**config.mk**
```make
export PLATFORM = sky130hd
export DESIGN_NAME = barrel_shifter_pipe_flat
export DESIGN_NICKNAME = d
export VERILOG_FILES = /design/src/rtl/barrel_shifter_pkg.sv /design/src/rtl/barrel_shifter_pipe_if.sv /design/src/rtl/bshift_stage.sv /design/src/rtl/barrel_shifter_pipe.sv /design/src/flat_wrapper.sv
export SDC_FILE = /design/constraint.sdc
export NUM_CORES = 1
export LEC_CHECK = 0
export CORE_MARGIN = 4
export CORE_UTILIZATION = 40
export CTS_CLUSTER_DIAMETER = 150
export DETAILED_ROUTE_END_ITERATION = 10
export PLACE_DENSITY = 0.59
export SLEW_MARGIN = 10
export SYNTH_ARGS = -nofsm -noshare
export SYNTH_HDL_FRONTEND = slang
export SYNTH_SLANG_ARGS = --single-unit
```
**constraint.sdc**
```tcl
create_clock -name clk -period 4 [get_ports clk]
set_input_delay 0.6 -clock clk [delete_from_list [all_inputs] [get_ports clk]]
set_output_delay 0.6 -clock clk [all_outputs]
set_load 0.02 [all_outputs]
```
**src/rtl/barrel_shifter_pkg.sv**
```systemverilog
// Shared definitions for the pipelined barrel shifter: operation mode
// encodings and the reserved-mode decode used at the pipeline entry.
package barrel_shifter_pkg;

  localparam int MODE_W = 3;

  localparam logic [MODE_W-1:0] MODE_LL  = 3'b000;
  localparam logic [MODE_W-1:0] MODE_LR  = 3'b001;
  localparam logic [MODE_W-1:0] MODE_RL  = 3'b010;
  localparam logic [MODE_W-1:0] MODE_RR  = 3'b011;
  localparam logic [MODE_W-1:0] MODE_ASR = 3'b100;

  // Every encoding above ASR is reserved; such operations pass through
  // unshifted and are flagged on out_err.
  function automatic logic is_reserved(input logic [MODE_W-1:0] mode);
    return (mode > MODE_ASR);
  endfunction

endpackage

```
**src/rtl/barrel_shifter_pipe_if.sv**
```systemverilog
// Handshake bundle between the operand producer, the shifter and the
// result consumer. The shifter uses the slave modport; the producer and
// consumer side (the bench or the surrounding datapath) uses master.
interface barrel_shifter_pipe_if
  import barrel_shifter_pkg::*;
#(
  parameter int WIDTH = 16,
  parameter int SHW   = $clog2(WIDTH),
  parameter int TAG_W = 4
);

  logic              in_valid;
  logic              in_ready;
  logic [WIDTH-1:0]  in_data;
  logic [SHW-1:0]    in_shamt;
  logic [MODE_W-1:0] in_mode;
  logic [TAG_W-1:0]  in_tag;

  logic              out_valid;
  logic              out_ready;
  logic [WIDTH-1:0]  out_data;
  logic [TAG_W-1:0]  out_tag;
  logic              out_err;

  modport master (
    output in_valid, in_data, in_shamt, in_mode, in_tag, out_ready,
    input  in_ready, out_valid, out_data, out_tag, out_err
  );

  modport slave (
    input  in_valid, in_data, in_shamt, in_mode, in_tag, out_ready,
    output in_ready, out_valid, out_data, out_tag, out_err
  );

endinterface

```
**src/rtl/bshift_stage.sv**
```systemverilog
// One pipeline stage of the barrel shifter. It shifts or rotates the
// upstream operand by STEP positions when the matching shift-amount bit is
// set, then captures the result and its sideband in a register slice that
// stalls when the downstream stage cannot take it.
module bshift_stage
  import barrel_shifter_pkg::*;
#(
  parameter int WIDTH = 16,
  parameter int SHW   = 4,
  parameter int TAG_W = 4,
  parameter int STEP  = 1
) (
  input  logic              clk,
  input  logic              rst,

  input  logic              up_valid,
  input  logic [WIDTH-1:0]  up_data,
  input  logic [SHW-1:0]    up_shamt,
  input  logic [MODE_W-1:0] up_mode,
  input  logic [TAG_W-1:0]  up_tag,
  input  logic              up_err,

  input  logic              dn_ready,

  output logic              v,
  output logic [WIDTH-1:0]  data,
  output logic [SHW-1:0]    shamt,
  output logic [MODE_W-1:0] mode,
  output logic [TAG_W-1:0]  tag,
  output logic              err,
  output logic              stage_rdy
);

  // The shift-amount bit this stage is responsible for.
  localparam int BIT = $clog2(STEP);

  logic [WIDTH-1:0] shifted;

  // This stage can take new data when it is empty or its content leaves.
  assign stage_rdy = !v || dn_ready;

  // Apply this stage's 2^k shift; reserved modes and a clear bit pass through.
  always_comb begin
    shifted = up_data;
    if (up_shamt[BIT] && !up_err) begin
      case (up_mode)
        MODE_LL:  shifted = {up_data[WIDTH-1-STEP:0], {STEP{1'b0}}};
        MODE_LR:  shifted = {{STEP{1'b0}}, up_data[WIDTH-1:STEP]};
        MODE_RL:  shifted = {up_data[WIDTH-1-STEP:0], up_data[WIDTH-1:WIDTH-STEP]};
        MODE_RR:  shifted = {up_data[STEP-1:0], up_data[WIDTH-1:STEP]};
        MODE_ASR: shifted = {{STEP{up_data[WIDTH-1]}}, up_data[WIDTH-1:STEP]};
        default:  shifted = up_data;
      endcase
    end
  end

  // Register slice: load (or insert a bubble) when ready, otherwise hold.
  always_ff @(posedge clk or posedge rst) begin
    if (rst) begin
      v     <= 1'b0;
      data  <= '0;
      shamt <= '0;
      mode  <= '0;
      tag   <= '0;
      err   <= 1'b0;
    end else if (stage_rdy) begin
      v <= up_valid;
      if (up_valid) begin
        data  <= shifted;
        shamt <= up_shamt;
        mode  <= up_mode;
        tag   <= up_tag;
        err   <= up_err;
      end
    end
  end

endmodule

```
**src/rtl/barrel_shifter_pipe.sv**
```systemverilog
// Pipelined barrel shifter/rotator with valid/ready on both sides. The
// operation flows through SHW stages, stage k handling shift bit k, so a
// result appears SHW cycles after acceptance when the consumer keeps up.
// Outputs come straight from the last stage registers.
module barrel_shifter_pipe
  import barrel_shifter_pkg::*;
#(
  parameter int WIDTH = 16,
  parameter int SHW   = $clog2(WIDTH),
  parameter int TAG_W = 4
) (
  input  logic                  clk,
  input  logic                  rst,
  barrel_shifter_pipe_if.slave  bus
);

  // Index k is the input of stage k; index SHW is the last stage's output.
  logic [SHW:0]      v_c;
  logic [SHW:0]      err_c;
  logic [SHW:0]      rdy_c;
  logic [WIDTH-1:0]  data_c  [SHW+1];
  logic [SHW-1:0]    shamt_c [SHW+1];
  logic [MODE_W-1:0] mode_c  [SHW+1];
  logic [TAG_W-1:0]  tag_c   [SHW+1];

  // Ready chain closes on the consumer; the entry is blocked during reset.
  assign rdy_c[SHW]   = bus.out_ready;
  assign bus.in_ready = rdy_c[0] && !rst;

  // Entry point: only a real transfer enters stage 0, with its err decoded once.
  assign v_c[0]     = bus.in_valid && bus.in_ready;
  assign data_c[0]  = bus.in_data;
  assign shamt_c[0] = bus.in_shamt;
  assign mode_c[0]  = bus.in_mode;
  assign tag_c[0]   = bus.in_tag;
  assign err_c[0]   = is_reserved(bus.in_mode);

  for (genvar k = 0; k < SHW; k++) begin : g_stage
    bshift_stage #(
      .WIDTH (WIDTH),
      .SHW   (SHW),
      .TAG_W (TAG_W),
      .STEP  (2 ** k)
    ) u_stage (
      .clk       (clk),
      .rst       (rst),
      .up_valid  (v_c[k]),
      .up_data   (data_c[k]),
      .up_shamt  (shamt_c[k]),
      .up_mode   (mode_c[k]),
      .up_tag    (tag_c[k]),
      .up_err    (err_c[k]),
      .dn_ready  (rdy_c[k+1]),
      .v         (v_c[k+1]),
      .data      (data_c[k+1]),
      .shamt     (shamt_c[k+1]),
      .mode      (mode_c[k+1]),
      .tag       (tag_c[k+1]),
      .err       (err_c[k+1]),
      .stage_rdy (rdy_c[k])
    );
  end

  assign bus.out_valid = v_c[SHW];
  assign bus.out_data  = data_c[SHW];
  assign bus.out_tag   = tag_c[SHW];
  assign bus.out_err   = err_c[SHW];

endmodule

```
**src/flat_wrapper.sv**
```systemverilog
// flat-port wrapper written by rule: the top's interface ports become plain ports
module barrel_shifter_pipe_flat import barrel_shifter_pkg::*;
#(
  parameter int WIDTH = 16,
  parameter int SHW   = $clog2(WIDTH),
  parameter int TAG_W = 4
)
  (clk, rst, bus_in_valid, bus_in_data, bus_in_shamt, bus_in_mode, bus_in_tag, bus_out_ready, bus_in_ready, bus_out_valid, bus_out_data, bus_out_tag, bus_out_err);
  barrel_shifter_pipe_if #(.WIDTH(WIDTH), .SHW(SHW), .TAG_W(TAG_W)) bus_i ();
  input  logic clk;
  input  logic rst;
  input wire logic [$bits(bus_i.in_valid)-1:0] bus_in_valid;
  input wire logic [$bits(bus_i.in_data)-1:0] bus_in_data;
  input wire logic [$bits(bus_i.in_shamt)-1:0] bus_in_shamt;
  input wire logic [$bits(bus_i.in_mode)-1:0] bus_in_mode;
  input wire logic [$bits(bus_i.in_tag)-1:0] bus_in_tag;
  input wire logic [$bits(bus_i.out_ready)-1:0] bus_out_ready;
  output wire logic [$bits(bus_i.in_ready)-1:0] bus_in_ready;
  output wire logic [$bits(bus_i.out_valid)-1:0] bus_out_valid;
  output wire logic [$bits(bus_i.out_data)-1:0] bus_out_data;
  output wire logic [$bits(bus_i.out_tag)-1:0] bus_out_tag;
  output wire logic [$bits(bus_i.out_err)-1:0] bus_out_err;
  assign bus_i.in_valid = bus_in_valid;
  assign bus_i.in_data = bus_in_data;
  assign bus_i.in_shamt = bus_in_shamt;
  assign bus_i.in_mode = bus_in_mode;
  assign bus_i.in_tag = bus_in_tag;
  assign bus_i.out_ready = bus_out_ready;
  assign bus_in_ready = bus_i.in_ready;
  assign bus_out_valid = bus_i.out_valid;
  assign bus_out_data = bus_i.out_data;
  assign bus_out_tag = bus_i.out_tag;
  assign bus_out_err = bus_i.out_err;
  barrel_shifter_pipe #(.WIDTH(WIDTH), .SHW(SHW), .TAG_W(TAG_W)) u_core (.clk(clk), .rst(rst), .bus(bus_i));
endmodule
```
# Word level (Yosys, flattened, before mapping)
# Cells that the tools add are included.
totals:
  input_bits: 31
  elab_cells: 75
  regBits: 109
classes:
  n_mux: 8
  reduce_logical: 28
  magnitude_cmp: 1
  n_eq_ne: 16
ops:
  columns: ["op", "count"]
  rows:
  - ["case mux 16 bit (5 select lines)", 3]
  - ["two-way mux 16 bit", 4]
  - ["case mux 16 bit (4 select lines)", 1]
  - ["equality test 3 x 2 -> 1 bit, second input constant", 8]
  - ["equality test 3 x 1 -> 1 bit, second input constant", 4]
  - ["equality test 3 bit, second input constant", 4]
  - ["zero test 3 bit", 4]
  - ["zero test 1 bit", 9]
  - ["AND reduction 2 bit", 4]
  - ["logical AND 1 bit", 6]
  - ["logical OR 1 bit", 4]
  - ["> comparator 3 bit, second input constant", 1]
  - ["OR reduction 2 bit", 1]

# Logic depth before layout (Yosys ltp)
# Gate-level depths: netlist of run 1.
depth:
  ltp_word: 8
  depth_mapped: 6
  ltp_nobuf: 4

# Modules after synthesis
# Synthesis of run 1 repeated with hierarchy kept, for this count alone.
unflattened:
  hier_cells: 646
  hier_area_um2: 6671.4
modules_own_cells:
  columns: ["module", "seq_area_each_um2", "n_inst", "cells_per_inst", "area_each_um2"]
  rows:
  - ["bshift_stage (u_core.g_stage[0].u_stage)", 725.7, 1, 177, 1878.1]
  - ["bshift_stage (u_core.g_stage[2].u_stage)", 725.7, 1, 176, 1773.0]
  - ["bshift_stage (u_core.g_stage[1].u_stage)", 725.7, 1, 178, 1725.4]
  - ["bshift_stage (u_core.g_stage[3].u_stage)", 725.7, 1, 112, 1272.5]
  - ["barrel_shifter_pipe", 0.0, 1, 3, 22.5]

# Worst setup path before layout of run 1
# OpenSTA, ideal clock, no wires.
synth_path:
  kind: "input to register"
  start: "input port bus_in_mode[0]"
  end: "register u_core.g_stage[0].u_stage.data[7]"
  required_time_ps: 3882
  stages: 6
  path_buffers: 2
  setup_slack_ps: 2160
  t_arrival_ps: 1722
  cell_sequence: "or3b_2 -> clkbuf_1 -> buf_2 -> o22ai_1 -> a211oi_1 -> a21o_1"
synth_between:
  elab_chain_cells: 4
  word_cells_on_any_way: 10
  classes_between: "order compare: 1; eq/ne: 4; mux: 2; reduce/logical: 3"
synth_lines:
  columns: ["element", "line", "rtl"]
  rows:
  - ["from (decl)", "flat_wrapper.sv:15", "input wire logic [$bits(bus_i.in_mode)-1:0] bus_in_mode;"]
  - ["> comparator 3 bit", "barrel_shifter_pkg.sv:16", "return (mode > MODE_ASR);"]
  - ["zero test 1 bit", "bshift_stage.sv:45", "if (up_shamt[BIT] && !up_err) begin"]
  - ["logical AND 1 bit", "bshift_stage.sv:45", null]
  - ["two-way mux 16 bit (*)", "bshift_stage.sv:45", null]
  - ["to (signal assigned)", "bshift_stage.sv:69", "data <= shifted;"]
  - ["to (decl)", "bshift_stage.sv:26", "output logic [WIDTH-1:0] data,"]
# Mark *: on every way between the ends. The rest lies on a longest branch, timed or not.
# A chain may end at the register's enable or synchronous reset.

# Worst setup path in the final report of run 1
layout_path:
  start: "input port bus_out_ready"
  end: "output port bus_in_ready"
layout_between:
  elab_chain_cells: 5
layout_lines:
  columns: ["element", "line", "rtl"]
  rows:
  - ["from (decl)", "flat_wrapper.sv:17", "input wire logic [$bits(bus_i.out_ready)-1:0] bus_out_ready;"]
  - ["logical OR 1 bit (4 in series)", "bshift_stage.sv:40", "assign stage_rdy = !v || dn_ready;"]
  - ["logical AND 1 bit", "barrel_shifter_pipe.sv:28", "assign bus.in_ready = rdy_c[0] && !rst;"]
  - ["to (decl)", "flat_wrapper.sv:18", "output wire logic [$bits(bus_i.in_ready)-1:0] bus_in_ready;"]
# Every way passes these cells.

==> results.json, run 1 <==
{
  "outcome": "complete, no violations",
  "reg2regPathDepth": 4,
  "cts_tree": "built",
  "track_usage": 0.162,
  "finish.net_count": 603,
  "routed_wl_um": 12100,
  "min_from": "u_core.g_stage[1].u_stage.shamt[3]",
  "antenna_left": 0,
  "die_w_um": 125,
  "yosys_warnings": 0,
  "initial_core_util": 0.410,
  "slowest_delay_ns": 0.54,
  "crit_required_ns": 3.40,
  "path_cells": "clkdlybuf4s50_1 > nand4b_1 > nor2_1 > nor2_1 > clkdlybuf4s50_1",
  "path_max_fanout": 4,
  "hold_violations": 0,
  "row_count": 42,
  "finalCriticalPeriod_ns": 2.73,
  "critPathSlowestCell": "clkdlybuf4s50_1",
  "synth_top_family_by_area": "compound AO/OA/AOI/OAI gates",
  "p_leak_nw": 2.72,
  "whs_path_depth": 2,
  "routabilityCongestion": 0.833,
  "cts_buffer_depth": 2,
  "synth-main-ff-cell": "dfrtp_1",
  "cts-htree-levels": 3,
  "reg2reg_slack_ns": 1.65,
  "crit_start": "bus_out_ready",
  "die-area_mm2": 0.0155,
  "n_fill_cell": 1306,
  "drive_gt1_frac": 0.118,
  "worstSkewPairLatency_ns": 0.35,
  "placed_cells": 737,
  "final_area_mm2": 0.00622,
  "synth.avg_cell_area_um2": 9.65,
  "wl_per_cell_um": 16.1,
  "muxShareOfSynthArea": 0.0788,
  "timing.rr.start": "u_core.g_stage[0].u_stage.mode[2]",
  "synth_xor_area_frac": 0,
  "setup_viol": 0,
  "path_clk_slew_ns": 0.07,
  "cts_buffers": 9,
  "vias": 4262,
  "yosys.area.top_type": "dfrtp_1",
  "synth_top_area_share": 0.475,
  "ys_ff_latch": 103,
  "place_area_mm2": 0.00593,
  "grt_pass1_wl_um": 20900,
  "finalMaxSlewViolations": 0,
  "hp-class": "reg2reg",
  "arrival_ns": 2.13,
  "postCtsSetupBuffers": 0,
  "syn_inst": 563,
  "first_global_vias": 4099,
  "overflow": 0,
  "syn_to_final_growth_pct": 14.5,
  "grt_max_degree": 57,
  "drc": 0,
  "crit_path_start_kind": "primary input",
  "antenna_found_initial": 0,
  "total_power_mw": 3.66,
  "setup-tns-final_ns": 0,
  "synth_edf_count": 0,
  "firstDrtPassIters": 5,
  "ff_latch_area_mm2": 0.00258,
  "crit_buf_inv": 2,
  "diodes": 0,
  "yosys.area_share.simple": 0.111,
  "crit_family": "buffers and inverters",
  "drtIter0Drc": 234,
  "ir_drop_mv": 0.207,
  "multi_input_area_mm2": 0.00254,
  "tightest_slew_ns": 1.08,
  "syn_nets": 594,
  "r2r_end": "u_core.g_stage[1].u_stage.data[2]",
  "drt-vias-per-instance": 5.66,
  "path_class": "in2out",
  "fmax_mhz": 366,
  "cts-hold-fix-buffers": 0,
  "ys_types": 38,
  "cap_violations": 0,
  "die-height_um": 125,
  "place_hpwl_um": 8760,
  "p_per_area_mw_per_mm2": 589,
  "maxSlewHeadroom": 0.281,
  "crit_path_end_kind": "output pin",
  "synth_compound_area_frac": 0.277,
  "core_mm2": 0.0132,
  "ys_async_sr_fraction": 1.00,
  "ctsResizeCount": 0,
  "cts-root-buf": "clkbuf_16",
  "fin_crit_sh": 0.682,
  "synth_seq_area_share": 0.475,
  "portBuffers": 53,
  "hold-path-endpoint": "u_core.g_stage[2].u_stage.shamt[3]",
  "rsz0062_at_grt": "false",
  "io-pin-count": 54,
  "synth_adder_area_share": 0,
  "synth_top_cells_by_area": "dfrtp_1 47%, mux2_2 7.9%, a21o_1 5.5%",
  "cts.sink_count": 103,
  "fin_worst_skew_ns": 0.00657,
  "synthesis.area_mm2": 0.00543,
  "fin_cells": 753
}
[layout make-up]
| class | count | area share |
|---|---|---|
| multi-input cells | 396 | 0.408 |
| clock buffers | 10 | 0.0384 |
| clock inverters | 6 | 0.00805 |
| inverters | 5 | 0.00342 |
| well taps | 176 | 0.0354 |
| repair buffers | 57 | 0.0922 |
| flip-flops and latches | 103 | 0.414 |
[worst register-to-register path, cell delays in order (launching register included)]
cell and delay, ns:
dfrtp_1 0.82, or3b_1 0.62, o21ai_2 0.33, a221oi_1 0.20, o31ai_1 0.29
[cell families (layout without fill, tap and decap cells)]
| group | after synthesis | in the layout |
|---|---|---|
| muxes | 38 | 38 |
| buffers and inverters | 64 | 78 |
| DFF | 103 | 103 |
| and+or+nand+nor | 137 | 137 |
| AOI/OAI and AO/OA | 221 | 221 |
[worst max-delay path by stage]
stage / to / slack [ns] / cells after the start
finish: bus_in_ready / 1.27 / 5
global route: bus_in_ready / 1.09 / 5
CTS: bus_in_ready / 1.26 / 5
floorplan: u_core.g_stage[0].u_stage.data[0] / 0.70 / 1
global placement: u_core.g_stage[0].u_stage.data[5] / 1.18 / 5
detailed placement: u_core.g_stage[0].u_stage.data[10] / 1.07 / 5
[state kept, by name, indices dropped and copies added (netlist names)]
| signal | flops |
|---|---|
| u_core.g_stage.u_stage.mode | 9 |
| u_core.g_stage.u_stage.data | 64 |
| u_core.g_stage.u_stage.tag | 16 |
| u_core.g_stage.u_stage.shamt | 6 |
| u_core.g_stage.u_stage.v | 4 |
| u_core.g_stage.u_stage.err | 4 |
[synthesized netlist by cell type, types with 2 or more instances]
cell type    n
clkbuf_1    31
buf_2        9
a21oi_2      2
o21ai_1     12
a21oi_1     32
nor2_1      27
o21ai_0     30
a221o_1      3
a22o_1       4
or2_2        3
buf_4       17
or3b_1       2
a221oi_1    23
nand3_1      2
nand2_1     77
nand2b_1     8
or3_1        2
nor2b_1      3
and2_1       2
inv_1        4
buf_1        2
o21a_1       8
nor3_1       2
mux2_2      38
a22oi_1      8
and3_1       5
o31ai_1     25
a211oi_1    15
a21o_1      40
o21ai_2      3
o22ai_1     15
dfrtp_1    103
[placed cells by master (no fill, tap or decap), drive strengths merged, types with 2 or more instances in the layout]
master	count
o21ai	45
buf	4
nor3	2
nand2	77
a21o	40
clkdlybuf4s50	53
a22o	4
nor2b	3
clkinv	3
mux2	38
o21a	8
o22ai	15
nand2b	8
nor2	27
or3	2
a22oi	8
nand3	2
a21oi	34
and3	5
inv	7
clkbuf	10
o31ai	25
or3b	3
a221oi	23
a221o	3
a211oi	15
or2	3
dfrtp	103
and2	2
[where the power goes]
| part | switching, mW | internal, mW | total, mW |
|---|---|---|---|
| Clock | 0.407 | 0.448 | 0.855 |
| Sequential | 0.287 | 1.35 | 1.63 |
| Combinational | 0.620 | 0.553 | 1.17 |
[metrics by stage]
stage,utilization,hold WS (ns),setup WS (ns)
finish,0.470,0.470,1.27
floorplan,-,0.433,0.696
global placement,0.448,0.448,1.18
global route,0.470,0.488,1.09
detailed placement,0.448,0.456,1.07
CTS,0.470,0.474,1.26
[per-layer routing]
layer  wire, µm  global-route usage  vias to the layer above
met5          0                   0                        -
met4        246              0.0625                        0
met3        456              0.0262                       19
met2       5680               0.255                      106
met1       5760               0.224                     2057
li1           -                   -                     2080
Note: power is estimated with default switching activity, not from simulation.
==> run 2, diff against run 1 <==
==> constraint.sdc (replaced) <==
create_clock -name clk -period 2.7 [get_ports clk]
set_input_delay 0.405 -clock clk [delete_from_list [all_inputs] [get_ports clk]]
set_output_delay 0.405 -clock clk [all_outputs]
set_load 0.02 [all_outputs]
==> run 2 against run 1 <==
  * Die area unchanged
  * Highest routed layer unchanged
  * Design area grew 1.7%
  * Largest cell class unchanged
  * Flip-flop and latch count stayed put
  * Clock skew increased by 0.0044 ns
  * Critical endpoint unchanged
==> results.json, run 2 (same netlist as run 1, synthesis figures left out) <==
{
  "cts-hold-fix-buffers": 0,
  "path_clk_slew_ns": 0.07,
  "top_regs": "u_core.g_stage.u_stage.data x64, u_core.g_stage.u_stage.tag x16, u_core.g_stage.u_stage.mode x9",
  "rsz0062_at_grt": "false",
  "io-pin-count": 54,
  "reg2reg_slack_ns": 0.78,
  "place_hpwl_um": 8360,
  "diodes": 0,
  "largest_reg_flops": 64,
  "p_per_area_mw_per_mm2": 869,
  "cts-root-buf": "clkbuf_16",
  "first_global_vias": 4049,
  "cap_violations": 0,
  "use_met3": 0.0326,
  "multi_input_area_mm2": 0.00254,
  "r2r_end": "u_core.g_stage[2].u_stage.data[2]",
  "finalMaxSlewViolations": 0,
  "hold-path-endpoint": "u_core.g_stage[2].u_stage.shamt[3]",
  "initial_core_util": 0.410,
  "crit_path_end_kind": "output pin",
  "critPathSlowestCell": "clkdlybuf4s50_1",
  "drt-vias-per-instance": 5.56,
  "tightest_slew_ns": 0.789,
  "p_leak_nw": 2.77,
  "path_cells": "clkdlybuf4s50_1 > nand4b_1 > nor2_1 > nor2_1 > clkdlybuf4s50_1",
  "crit_family": "buffers and inverters",
  "met2_usage": 0.249,
  "cts_tree": "built",
  "antenna_found_initial": 0,
  "maxSlewHeadroom": 0.473,
  "crit_buf_inv": 2,
  "outcome": "complete, no violations",
  "worstSkewPairLatency_ns": 0.35,
  "drtIter0Drc": 249,
  "final_cell_mix": "103 x dfrtp_1, 77 x nand2_1, 53 x clkdlybuf4s50_1, 40 x a21o_1, 38 x mux2_2",
  "routed_wl_um": 11700,
  "grt_max_degree": 104,
  "ir_drop_mv": 0.366,
  "ctsResizeCount": 0,
  "setup_viol": 0,
  "grt_busiest_layer": "met2",
  "fin_worst_skew_ns": 0.0110,
  "syn_to_final_growth_pct": 16.4,
  "crit_required_ns": 2.30,
  "postCtsSetupBuffers": 0,
  "core_mm2": 0.0132,
  "place_ws_ns": 0.430,
  "grt_pass1_wl_um": 20300,
  "portBuffers": 53,
  "crit_path_start_kind": "primary input",
  "cts.sink_count": 103,
  "drive_gt1_frac": 0.131,
  "finalCriticalPeriod_ns": 2.28,
  "die_w_um": 125,
  "setup-tns-final_ns": 0,
  "n_fill_cell": 1291,
  "cts_buffer_depth": 2,
  "die-area_mm2": 0.0155,
  "fmax_mhz": 439,
  "fin_crit_sh": 0.845,
  "antenna_left": 0,
  "wl_per_cell_um": 15.3,
  "mostFrequentLayoutCell": "dfrtp_1",
  "firstDrtPassIters": 5,
  "regMostFlops": "u_core.g_stage.u_stage.data",
  "path_max_fanout": 4,
  "fin_ws_ns": 0.420,
  "total_power_mw": 5.50,
  "whs_path_depth": 2,
  "use_met1": 0.211,
  "overflow": 0,
  "track_usage": 0.156,
  "cts-htree-levels": 3,
  "hold_violations": 0,
  "routabilityCongestion": 0.817,
  "drc": 0,
  "row_count": 42,
  "finish.net_count": 613,
  "die-height_um": 125,
  "hp-class": "reg2reg",
  "reg2regPathDepth": 4,
  "min_from": "u_core.g_stage[2].u_stage.shamt[3]",
  "timing.rr.start": "u_core.g_stage[1].u_stage.mode[0]",
  "cts_buffers": 9,
  "arrival_ns": 1.88,
  "slowest_delay_ns": 0.54,
  "path_class": "in2out",
  "vias": 4244,
  "timing.hold.ws_ns": 0.474,
  "ff_latch_area_mm2": 0.00258
}
-- run 2: changes by cell type in the layout (fill, tap and decap cells not counted) --
cell and delta:
inv_4 -1, inv_6 +1, inv_8 -1, clkinv_4 -1
buf_4 +9, bufinv_16 +1, clkbuf_1 +1, buf_12 +1
-- run 2: layout make-up --
cell class / instances / share of cell area
timing repair buffer: 67 / 0.104
inverter: 5 / 0.00356
sequential: 103 / 0.408
clock buffer: 11 / 0.0384
tap: 176 / 0.0348
multi-input combinational: 396 / 0.401
clock inverter: 5 / 0.00970
-- run 2: power breakdown --
| part | internal (mW) | leakage (nW) | switching, mW |
|---|---|---|---|
| clock network | 0.753 | 0.151 | 0.578 |
| logic | 0.841 | 1.34 | 0.956 |
| registers | 1.99 | 1.28 | 0.375 |
| total | 3.59 | 2.77 | 1.91 |
-- run 2: worst max path at each step --
stage / start / endpoint / slack, ns / depth (start not counted)
3_3_place_gp: bus_out_ready / bus_in_ready / 0.44 / 5
3_5_place_dp: bus_out_ready / bus_in_ready / 0.43 / 5
6_report: bus_out_ready / bus_in_ready / 0.42 / 5
4_1_cts: bus_out_ready / bus_in_ready / 0.42 / 5
2_1_floorplan: u_core.g_stage[3].u_stage.v / u_core.g_stage[0].u_stage.mode[2] / 1.03 / 4
5_1_grt: bus_out_ready / bus_in_ready / 0.34 / 5
-- run 2: metrics by stage --
step,util,std cells,area (µm²)
6_report,0.477,763,6320
3_3_place_gp,0.454,747,6020
2_1_floorplan,-,563,5430
4_1_cts,0.477,763,6320
5_1_grt,0.477,763,6320
3_5_place_dp,0.454,747,6020
-- run 2: metal layers --
metal  part of all wire  vias up
met5                  0        -
met4              0.017        0
met3              0.041       15
met2               0.46       96
met1               0.48     2029
li1                   -     2104
-- run 2: worst register-to-register path, cell delays in order (launching register included) --
cell	delay [ns]
dfrtp_1	0.46
clkinv_1	0.45
o21ai_2	0.58
a221o_1	0.25
a22o_1	0.12
